## src/rtl/mult_sched_pkg.sv

```systemverilog
`default_nettype none
// ============================================================================
//  Module      : mult_sched_pkg
//  Description : Shared types and constants for the shift-add multiplier
//                sequencer: FSM state encoding, operand width, iteration
//                count and the fixed accept-to-response latency.
//  Ports       : none (package)
//  Revision    : 1.0 - initial release
// ============================================================================
package mult_sched_pkg;

    localparam int WIDTH   = 8;                 // operand width, matches datapath
    localparam int ITER    = 8;                 // add/shift pairs per job, equals WIDTH
    localparam int LATENCY = 19;                // accept cycle to first resp_valid cycle
    localparam int CNT_W   = $clog2(ITER);      // iteration counter width

    typedef enum logic [2:0] {
        IDLE  = 3'd0,
        LOAD  = 3'd1,
        ADD   = 3'd2,
        SHIFT = 3'd3,
        DONE  = 3'd4,
        RESP  = 3'd5
    } sched_state_t;

endpackage : mult_sched_pkg
`default_nettype wire

```

## src/rtl/mult_sched_if.sv

```systemverilog
`default_nettype none
// ============================================================================
//  Module      : mult_sched_if
//  Description : Bundle of the request, response and datapath-control
//                signals of the multiplier sequencer.
//  Ports       : req_valid/req_ready/req_mand*/req_mult*  job requests (x2)
//                resp_valid/resp_ready/resp_id/resp_prod   product return
//                busy                                      sequencer active
//                dp_*                                      datapath control/status
//  Modports    : slave  - the sequencer (mult_sched)
//                master - requesters, consumer and datapath around it
//  Revision    : 1.0 - initial release
// ============================================================================
interface mult_sched_if;
    import mult_sched_pkg::*;

    logic [1:0]         req_valid;
    logic [1:0]         req_ready;
    logic [WIDTH-1:0]   req_mand0;
    logic [WIDTH-1:0]   req_mand1;
    logic [WIDTH-1:0]   req_mult0;
    logic [WIDTH-1:0]   req_mult1;

    logic               resp_valid;
    logic               resp_ready;
    logic               resp_id;
    logic [2*WIDTH-1:0] resp_prod;

    logic               busy;

    logic [WIDTH-1:0]   dp_mand;
    logic               dp_clr_ld;
    logic               dp_clearA;
    logic               dp_addsub;
    logic               dp_sub_en;
    logic               dp_shift_en;
    logic               dp_bout;
    logic [WIDTH-1:0]   dp_aval;
    logic [WIDTH-1:0]   dp_bval;

    modport slave (
        input  req_valid, req_mand0, req_mand1, req_mult0, req_mult1,
        output req_ready,
        output resp_valid, resp_id, resp_prod,
        input  resp_ready,
        output busy,
        output dp_mand, dp_clr_ld, dp_clearA, dp_addsub, dp_sub_en, dp_shift_en,
        input  dp_bout, dp_aval, dp_bval
    );

    modport master (
        output req_valid, req_mand0, req_mand1, req_mult0, req_mult1,
        input  req_ready,
        input  resp_valid, resp_id, resp_prod,
        output resp_ready,
        input  busy,
        input  dp_mand, dp_clr_ld, dp_clearA, dp_addsub, dp_sub_en, dp_shift_en,
        output dp_bout, dp_aval, dp_bval
    );

endinterface : mult_sched_if
`default_nettype wire

```

## src/rtl/mult_sched_rr_arb2.sv

```systemverilog
`default_nettype none
// ============================================================================
//  Module      : rr_arb2
//  Description : Two-way round-robin arbiter. A lone requester always wins;
//                when both request, rr_ptr picks the winner. After a grant
//                is consumed (advance) the pointer moves to the other side.
//  Ports       : Clk, Reset     clock, synchronous active-high reset
//                req[1:0]       request vector
//                advance        grant was consumed this cycle
//                grant[1:0]     one-hot grant, zero when no request
//                gnt_id         index of the granted requester
//  Revision    : 1.0 - initial release
// ============================================================================
module rr_arb2 (
    input  logic       Clk,
    input  logic       Reset,
    input  logic [1:0] req,
    input  logic       advance,
    output logic [1:0] grant,
    output logic       gnt_id
);

    logic rr_ptr_q;

    always_comb begin
        grant  = 2'b00;
        gnt_id = 1'b0;
        case (req)
            2'b01: begin
                grant  = 2'b01;
                gnt_id = 1'b0;
            end
            2'b10: begin
                grant  = 2'b10;
                gnt_id = 1'b1;
            end
            2'b11: begin
                gnt_id = rr_ptr_q;
                grant  = rr_ptr_q ? 2'b10 : 2'b01;
            end
            default: begin
                grant  = 2'b00;
                gnt_id = 1'b0;
            end
        endcase
    end

    // The pointer always lands on the side that did not just win, so a
    // requester that keeps asserting valid gets every other job.
    always_ff @(posedge Clk) begin
        if (Reset) begin
            rr_ptr_q <= 1'b0;
        end else if (advance) begin
            rr_ptr_q <= ~gnt_id;
        end
    end

endmodule : rr_arb2
`default_nettype wire

```

## src/rtl/mult_sched.sv

```systemverilog
`default_nettype none
// ============================================================================
//  Module      : mult_sched
//  Description : Sequencer and arbiter for the 8-bit signed shift-add
//                multiplier datapath. Accepts jobs from two requesters,
//                runs LOAD, eight ADD/SHIFT pairs and DONE, then returns
//                {A,B} and the requester ID on a valid/ready channel.
//  Ports       : Clk, Reset   clock, synchronous active-high reset
//                bus          mult_sched_if.slave: requests, response,
//                             busy, datapath strobes/operand and status
//  Revision    : 1.0 - initial release
// ============================================================================
module mult_sched
    import mult_sched_pkg::*;
(
    input  logic         Clk,
    input  logic         Reset,
    mult_sched_if.slave  bus
);

    localparam logic [CNT_W-1:0] LAST_CNT = CNT_W'(ITER - 1);

    sched_state_t        state_q, state_d;
    logic [CNT_W-1:0]    cnt_q, cnt_d;
    logic [WIDTH-1:0]    mand_q, mand_d;
    logic [WIDTH-1:0]    mult_q, mult_d;
    logic                id_q, id_d;
    logic [2*WIDTH-1:0]  prod_q, prod_d;
    logic                resp_id_q, resp_id_d;

    logic [1:0]          arb_req;
    logic [1:0]          grant;
    logic                gnt_id;
    logic                accept;

    logic [WIDTH-1:0]    dp_mand;
    logic                clr_ld;
    logic                clear_a;
    logic                addsub;
    logic                sub_en;
    logic                shift_en;
    logic                resp_valid;

    // Requests are only presented to the arbiter while idle, so grant (and
    // therefore req_ready) is zero in every other state.
    assign arb_req = (state_q == IDLE) ? bus.req_valid : 2'b00;
    assign accept  = |(bus.req_valid & grant);

    rr_arb2 u_arb (
        .Clk     (Clk),
        .Reset   (Reset),
        .req     (arb_req),
        .advance (accept),
        .grant   (grant),
        .gnt_id  (gnt_id)
    );

    always_comb begin
        state_d    = state_q;
        cnt_d      = cnt_q;
        mand_d     = mand_q;
        mult_d     = mult_q;
        id_d       = id_q;
        prod_d     = prod_q;
        resp_id_d  = resp_id_q;
        dp_mand    = '0;
        clr_ld     = 1'b0;
        clear_a    = 1'b0;
        addsub     = 1'b0;
        sub_en     = 1'b0;
        shift_en   = 1'b0;
        resp_valid = 1'b0;

        case (state_q)
            IDLE: begin
                if (accept) begin
                    mand_d  = gnt_id ? bus.req_mand1 : bus.req_mand0;
                    mult_d  = gnt_id ? bus.req_mult1 : bus.req_mult0;
                    id_d    = gnt_id;
                    state_d = LOAD;
                end
            end
            LOAD: begin
                // Multiplier goes into B; A and X start from zero.
                dp_mand = mult_q;
                clr_ld  = 1'b1;
                clear_a = 1'b1;
                cnt_d   = '0;
                state_d = ADD;
            end
            ADD: begin
                // The ADD slot is spent even when B[0]=0 so latency never
                // depends on the operand. The last bit carries negative
                // weight in two's complement, hence the subtract.
                dp_mand = mand_q;
                addsub  = bus.dp_bout;
                sub_en  = (cnt_q == LAST_CNT);
                state_d = SHIFT;
            end
            SHIFT: begin
                shift_en = 1'b1;
                if (cnt_q == LAST_CNT) begin
                    state_d = DONE;
                end else begin
                    cnt_d   = cnt_q + 1'b1;
                    state_d = ADD;
                end
            end
            DONE: begin
                prod_d    = {bus.dp_aval, bus.dp_bval};
                resp_id_d = id_q;
                state_d   = RESP;
            end
            RESP: begin
                resp_valid = 1'b1;
                if (bus.resp_ready) begin
                    state_d = IDLE;
                end
            end
            default: begin
                state_d = IDLE;
            end
        endcase
    end

    always_ff @(posedge Clk) begin
        if (Reset) begin
            state_q   <= IDLE;
            cnt_q     <= '0;
            mand_q    <= '0;
            mult_q    <= '0;
            id_q      <= 1'b0;
            prod_q    <= '0;
            resp_id_q <= 1'b0;
        end else begin
            state_q   <= state_d;
            cnt_q     <= cnt_d;
            mand_q    <= mand_d;
            mult_q    <= mult_d;
            id_q      <= id_d;
            prod_q    <= prod_d;
            resp_id_q <= resp_id_d;
        end
    end

    assign bus.req_ready   = grant;
    assign bus.resp_valid  = resp_valid;
    assign bus.resp_id     = resp_id_q;
    assign bus.resp_prod   = prod_q;
    assign bus.busy        = (state_q != IDLE);
    assign bus.dp_mand     = dp_mand;
    assign bus.dp_clr_ld   = clr_ld;
    assign bus.dp_clearA   = clear_a;
    assign bus.dp_addsub   = addsub;
    assign bus.dp_sub_en   = sub_en;
    assign bus.dp_shift_en = shift_en;

endmodule : mult_sched
`default_nettype wire

```

## src/flat_wrapper.sv

```systemverilog
// flat-port wrapper written by rule: the top's interface ports become plain ports
module mult_sched_flat import mult_sched_pkg::*;
  (Clk, Reset, bus_req_valid, bus_req_mand0, bus_req_mand1, bus_req_mult0, bus_req_mult1, bus_req_ready, bus_resp_valid, bus_resp_id, bus_resp_prod, bus_resp_ready, bus_busy, bus_dp_mand, bus_dp_clr_ld, bus_dp_clearA, bus_dp_addsub, bus_dp_sub_en, bus_dp_shift_en, bus_dp_bout, bus_dp_aval, bus_dp_bval);
  mult_sched_if bus_i ();
  input  logic Clk;
  input  logic Reset;
  input wire logic [$bits(bus_i.req_valid)-1:0] bus_req_valid;
  input wire logic [$bits(bus_i.req_mand0)-1:0] bus_req_mand0;
  input wire logic [$bits(bus_i.req_mand1)-1:0] bus_req_mand1;
  input wire logic [$bits(bus_i.req_mult0)-1:0] bus_req_mult0;
  input wire logic [$bits(bus_i.req_mult1)-1:0] bus_req_mult1;
  output wire logic [$bits(bus_i.req_ready)-1:0] bus_req_ready;
  output wire logic [$bits(bus_i.resp_valid)-1:0] bus_resp_valid;
  output wire logic [$bits(bus_i.resp_id)-1:0] bus_resp_id;
  output wire logic [$bits(bus_i.resp_prod)-1:0] bus_resp_prod;
  input wire logic [$bits(bus_i.resp_ready)-1:0] bus_resp_ready;
  output wire logic [$bits(bus_i.busy)-1:0] bus_busy;
  output wire logic [$bits(bus_i.dp_mand)-1:0] bus_dp_mand;
  output wire logic [$bits(bus_i.dp_clr_ld)-1:0] bus_dp_clr_ld;
  output wire logic [$bits(bus_i.dp_clearA)-1:0] bus_dp_clearA;
  output wire logic [$bits(bus_i.dp_addsub)-1:0] bus_dp_addsub;
  output wire logic [$bits(bus_i.dp_sub_en)-1:0] bus_dp_sub_en;
  output wire logic [$bits(bus_i.dp_shift_en)-1:0] bus_dp_shift_en;
  input wire logic [$bits(bus_i.dp_bout)-1:0] bus_dp_bout;
  input wire logic [$bits(bus_i.dp_aval)-1:0] bus_dp_aval;
  input wire logic [$bits(bus_i.dp_bval)-1:0] bus_dp_bval;
  assign bus_i.req_valid = bus_req_valid;
  assign bus_i.req_mand0 = bus_req_mand0;
  assign bus_i.req_mand1 = bus_req_mand1;
  assign bus_i.req_mult0 = bus_req_mult0;
  assign bus_i.req_mult1 = bus_req_mult1;
  assign bus_req_ready = bus_i.req_ready;
  assign bus_resp_valid = bus_i.resp_valid;
  assign bus_resp_id = bus_i.resp_id;
  assign bus_resp_prod = bus_i.resp_prod;
  assign bus_i.resp_ready = bus_resp_ready;
  assign bus_busy = bus_i.busy;
  assign bus_dp_mand = bus_i.dp_mand;
  assign bus_dp_clr_ld = bus_i.dp_clr_ld;
  assign bus_dp_clearA = bus_i.dp_clearA;
  assign bus_dp_addsub = bus_i.dp_addsub;
  assign bus_dp_sub_en = bus_i.dp_sub_en;
  assign bus_dp_shift_en = bus_i.dp_shift_en;
  assign bus_i.dp_bout = bus_dp_bout;
  assign bus_i.dp_aval = bus_dp_aval;
  assign bus_i.dp_bval = bus_dp_bval;
  mult_sched u_core (.Clk(Clk), .Reset(Reset), .bus(bus_i));
endmodule
```

## config.mk

```make
export PLATFORM = sky130hd
export DESIGN_NAME = mult_sched_flat
export DESIGN_NICKNAME = d
export VERILOG_FILES = /design/src/rtl/mult_sched_pkg.sv /design/src/rtl/mult_sched_if.sv /design/src/rtl/mult_sched_rr_arb2.sv /design/src/rtl/mult_sched.sv /design/src/flat_wrapper.sv
export SDC_FILE = /design/constraint.sdc
export NUM_CORES = 1
export LEC_CHECK = 0
export CAP_MARGIN = 20
export CORE_ASPECT_RATIO = 0.5
export CORE_UTILIZATION = 37
export CTS_CLUSTER_DIAMETER = 80
export DETAILED_ROUTE_END_ITERATION = 6
export PLACE_DENSITY = 0.86
export SYNTH_ARGS = -nofsm -noshare
export SYNTH_HDL_FRONTEND = slang
export SYNTH_SLANG_ARGS = --single-unit
```

## constraint.sdc

```tcl
create_clock -name Clk -period 1.4 [get_ports Clk]
set_input_delay 0.14 -clock Clk [delete_from_list [all_inputs] [get_ports Clk]]
set_output_delay 0.14 -clock Clk [all_outputs]
set_load 0.05 [all_outputs]
```

=== Yosys cells after proc, flatten, opt, wreduce, memory -nomap -nowiden ===
Index checks and enable logic that the tools add are counted.

* Add/sub/neg operators: 1
* Multiply operators: 0
* Div/mod/pow operators: 0
* Order comparisons: 0
* Equality and inequality tests: 12
* Shifts and indexed selects: 0
* Multiplexer cells: 18
* Bitwise operators: 2
* Reductions and logical operators: 7

{| class="wikitable"
|+ Operators by type and width
! operator !! count
|-
| $pmux 3 s6 || 1
|-
| $mux 8 || 2
|-
| $pmux 8 s2 || 1
|-
| $mux 3 || 4
|-
| $eq 3x3->1 const B || 3
|-
| $eq 3x2->1 const B || 2
|-
| $pmux 2 s3 || 1
|-
| $pmux 3 s2 || 1
|-
| $reduce_and 2->1 || 3
|-
| $mux 1 || 5
|-
| $eq 2x2->1 const B || 2
|-
| $mux 2 || 2
|-
| $ne 2x2->1 const B || 2
|-
| $add 3x1->3 const B || 1
|-
| $eq 3x1->1 const B || 1
|-
| $logic_not 3->1 || 1
|-
| $reduce_bool 3->1 || 1
|-
| $and 2x2->2 || 1
|-
| $eq 2x1->1 const B || 1
|-
| $ne 2x1->1 const B || 1
|-
| $pmux 1 s2 || 1
|-
| $reduce_bool 2->1 || 1
|-
| $reduce_or 2->1 || 1
|-
| $not 1->1 || 1
|}

* Flip-flop bits (word level): 41
* Bits in latches: 0
* Bits in writable memories: 0
* Memory bits (read-only): 0
* Output and inout port bits: 34
* Word-level logic and storage cells: 48
* Memories kept: 0

=== Depth between registers and ports, before layout ===
* Depth in word-level cells: 8
* Depth in mapped cells: 6

=== By module ===
Synthesis repeated with hierarchy kept, for this count alone.

* Cells, all modules: 228
* Area, all modules: 2029.4 sq um

{| class="wikitable"
|+ By module, submodules not included
! module !! instances !! cells an instance !! area an instance (sq um) !! seq. area each (sq um)
|-
| mult_sched || 1 || 221 || 1954.4 || 800.8
|-
| rr_arb2 || 1 || 7 || 75.1 || 20.0
|}

=== Worst setup path before layout ===
No wires, ideal clock.

* Path kind: register -> output
* From: reg u_core.state_q[2]
* To: out bus_dp_clr_ld
* Data arrival time: 1.699 ns
* Data required time: 1.260 ns
* Setup slack: -0.439 ns
* Cell stages (with the launch flop): 5
* Buffers on the path: 2
* Cell sequence: dfxtp_1 buf_2 nand2b_1 nor2_1 buf_4

* Word-level cells in the longest chain between the ends: 2

{| class="wikitable"
|+ Ends and longest elaborated chain
! what !! line !! RTL
|-
| from (decl) || mult_sched.sv:23 || <nowiki>sched_state_t state_q, state_d;</nowiki>
|-
| from (signal assigned) || mult_sched.sv:136 || <nowiki>state_q <= state_d;</nowiki>
|-
| $eq 3x1->1 || n/a ||
|-
| $mux 1 || n/a ||
|-
| to (decl) || flat_wrapper.sv:19 || <nowiki>output wire logic [$bits(bus_i.dp_clr_ld)-1:0] bus_dp_clr_ld;</nowiki>
|}

No other way between the ends.

=== Worst setup path after layout ===
* From: reg u_core.state_q[1]
* To: out bus_dp_mand[0]

* Word-level cells in the longest chain between the ends: 2

{| class="wikitable"
|+ Ends and longest elaborated chain
! what !! line !! RTL
|-
| $eq 3x2->1 or $eq 3x1->1 (tied branches) || mult_sched.sv:74 || <nowiki>case (state_q)</nowiki>
|-
| $pmux 8 s2 * || mult_sched.sv:74 ||
|-
| to (decl) || flat_wrapper.sv:18 || <nowiki>output wire logic [$bits(bus_i.dp_mand)-1:0] bus_dp_mand;</nowiki>
|}

Every way passes the cells marked *; elsewhere a longest branch is shown, timed or not.

==> metrics.csv <==
stage,metric,value,unit
drt,viasPerCell,5.674,
layout,multi_input_area,0.001131,mm^2
cts,clock_latency,0.30,ns
layout,n_antenna_cell,0,
sta,setup_slack,-0.1761,ns
synthesis,synth.distinct_cells,39,
die,initial_core_util,0.4061,
placement,placed_cells,366,
cts,tritoncts,done,
synthesis,synth.area.top_cells,"dfxtp_1 (44%), nand2_1 (7.4%), a32oi_1 (7.0%)",
outcome,violations,setup timing,
global_routing,grt_pass1_wl,9.232,mm
layout,final_common_cell,clkdlybuf4s50_1,
synthesis,synth.largest_area_cell,dfxtp_1,
job,cap_viol_max_count,0,
drt,drtPass1Iterations,4,
die,ioPinCount,88,
sta,hold_viol,0,
sta,finalClockSkew,0.006594,ns
synthesis,synth_seq_area_share,0.4379,
hold_path,hp-start,bus_dp_bval[6],
placement,hpwl,4.111,mm
synthesis,syn_area,0.001874,mm^2
setup_path,required,1.26,ns
sta,relSlewSlack,0.7047,
cts,clockBufferDepth,2,
synthesis,synth.avg_cell_area,8.718,um^2
cts,cts_buffers,5,
drt,wl_per_cell,18.37,um
drt,route.detailed.drc,0,
drt,drt.antenna.violating_nets,0,
sta,fin_crit_sh,1.126,
layout,fillCellCount,290,
setup_path,rr_worst_depth,5,
layout,fin_nets,379,
layout,final_cell_mix,"clkdlybuf4s50_1 (53), nand2_1 (36), dfxtp_1 (36)",
cts,cts.clk_slew.worst_paths,0.08,ns
pwr,p_leak,1.315,nW
sta,min_period,1.576,ns
sta,worstMarginPinSlew,0.4319,ns
sta,tns,-2.827,ns
setup_path,crit_path_start,u_core.state_q[1],
setup_path,crit_fanout,7,
setup_path,critPathBufInv,2,
placement,port_buffers,87,
layout,drive_gt1_frac,0.3858,
layout,areaGrowthSynthToFinish,89.19,%
synthesis,syn_nets,271,
die,dieArea,0.005371,mm^2
setup_path,cp-end-kind,output pin,
setup_path,cp_cell_sequence,"nor2b_4, buf_6, a22oi_2, nor2_4, buf_12",
die,die_w,102.7,um
setup_path,critPathSlowestCell,dfxtp_4,
setup_path,critPathTopFamily,flip-flops,
hold_path,whs_path_depth,3,
synthesis,yosysTopAreaCellShare,0.4379,
cts,cts_hold_buffers,0,
setup_path,r2r-start,u_core.cnt_q[0],
setup_path,cpPeakStageDelay,0.42,ns
hold_path,hp-class,input port to flop,
drt,vias,2213,
synthesis,yosysWarnings,0,
sta,setup_viol,36,
die,die_y,52.33,um
layout,fin_cells,390,
die,rows,17,
setup_path,cp.arrival,1.44,ns
global_routing,track_usage,0.2294,
layout,regArea,837.1,um^2
sta,rsz0062_at_grt,true,
setup_path,startpoint_type,flop,
synthesis,syn_inst,215,
setup_path,crit_type,flop to output pin,
die,core,0.004616,mm^2
drt,drt_iter0_drc,118,
setup_path,cp.depth,5,
global_routing,grt_max_degree,18,
sta,whs,0.3834,ns
synthesis,ys_ff_latch,41,
cts,cts.sink_count,41,
global_routing,grt_pass1_vias,1954,
sta,maxSlewViolCount,0,
pwr,vdd_drop_max,0.0005498,V
global_routing,grt.overflow.total,0,
sta,fmax,634.5,MHz
global_routing,antenna_found_initial,0,
placement,place_congestion,0.7466,
cts,clockRootBuffer,clkbuf_8,
cts,h-tree-depth,2,
drt,routed_wl,7.165,mm
outcome,status,"complete, but fails checks",
pwr,power_density,887.7,mW/mm^2
state kept, by name, summed over array words and instances (netlist names):
| name | flops |
|---|---|
| u_core.bus.resp_id | 1 |
| u_core.bus.resp_prod | 16 |
| u_core.cnt_q | 3 |
| u_core.id_q | 1 |
| u_core.mand_q | 8 |
| u_core.mult_q | 8 |
| u_core.state_q | 3 |
| u_core.u_arb.rr_ptr_q | 1 |
repair_timing:
action | in CTS | in global routing
pin swaps | 16 | 7
gates resized for setup | 55 | 22
buffers inserted | 6 | 7
cloned | 2 | 1
setup endpoints to repair | 18 | 50
layer usage:
layer,wire length (um),GRT usage,share of wire
met1,2873,0.2623,0.40
met3,456,0.04667,0.064
met4,238,0.1143,0.033
met2,3597,0.4133,0.50
met5,0,0,0
logic make-up (layout without fill, tap and decap cells):
| kind of cell | Yosys count | after routing | synth area share |
|---|---|---|---|
| simple gates | 72 | 72 | 0.1903 |
| fa+ha+maj | 2 | 2 | 0.01335 |
| compound gates | 71 | 71 | 0.2790 |
| mux | 1 | 1 | 0.005341 |
| buf+inv | 28 | 137 | 0.07410 |
| flops | 41 | 41 | 0.4379 |
power by group:
| part | internal [mW] | switching [mW] |
|---|---|---|
| Combinational | 0.458 | 0.411 |
| Clock | 0.580 | 0.420 |
| Sequential | 1.22 | 0.0600 |
final cells by class:
cell class | instances | area share
repair buffers | 123 | 0.3807
multi-input cells | 146 | 0.3190
flip-flops and latches | 41 | 0.2361
clock buffers | 6 | 0.02329
well taps | 66 | 0.02329
clock inverters | 2 | 0.01059
inverters | 6 | 0.007057
synth_stat cells:
master     count
a2111oi_0      1
a211oi_1       1
a21boi_0       1
a21boi_2       1
a21oi_1       22
a22oi_1        8
a311oi_1       1
a31oi_1        2
a32oi_1       15
and2_1         2
and3_1         1
and3b_1        2
buf_1          1
buf_2          6
buf_4          1
buf_6          3
clkbuf_1      11
dfxtp_1       41
ha_1           2
inv_1          6
mux2i_1        1
nand2_1       37
nand2b_1       2
nand3_1        3
nand4b_1       2
nor2_1        12
nor2b_1        3
nor3_1         1
nor3_2         1
nor3b_4        1
nor4_1         1
o21ai_0        2
o221a_1        1
o22ai_2        1
o2bb2ai_1     15
or2_1          1
or3_1          1
or3b_1         1
or4_4          1
worst paths after layout:
check	endpoint	slack [ns]
min	u_core.bus.resp_prod[6]	0.38
min reg2reg	u_core.bus.resp_prod[15]	0.46
max	bus_dp_mand[0]	-0.18
max reg2reg	u_core.cnt_q[0]	-0.10
worst register-to-register path: stages, from the launching register on:
cell and delay, ns:
dfxtp_4 0.36, ha_4 0.17, ha_4 0.17, buf_6 0.12, or3_4 0.36, a211oi_2 0.23
per-stage QoR:
step / utilization / power, mW / cell area, um^2 / setup WS [ns]
finish: 0.7682 / 3.148 / 3546 / -0.1761
global placement: 0.6587 / 1.962 / 3040 / -0.02646
global route: 0.7682 / 3.243 / 3546 / -0.2118
detailed placement: 0.6587 / 1.981 / 3040 / -0.07727
floorplan: - / 1.629 / 1942 / -0.1759
CTS: 0.7379 / 3.065 / 3406 / -0.1405
Power figures use the tool's default switching activity.
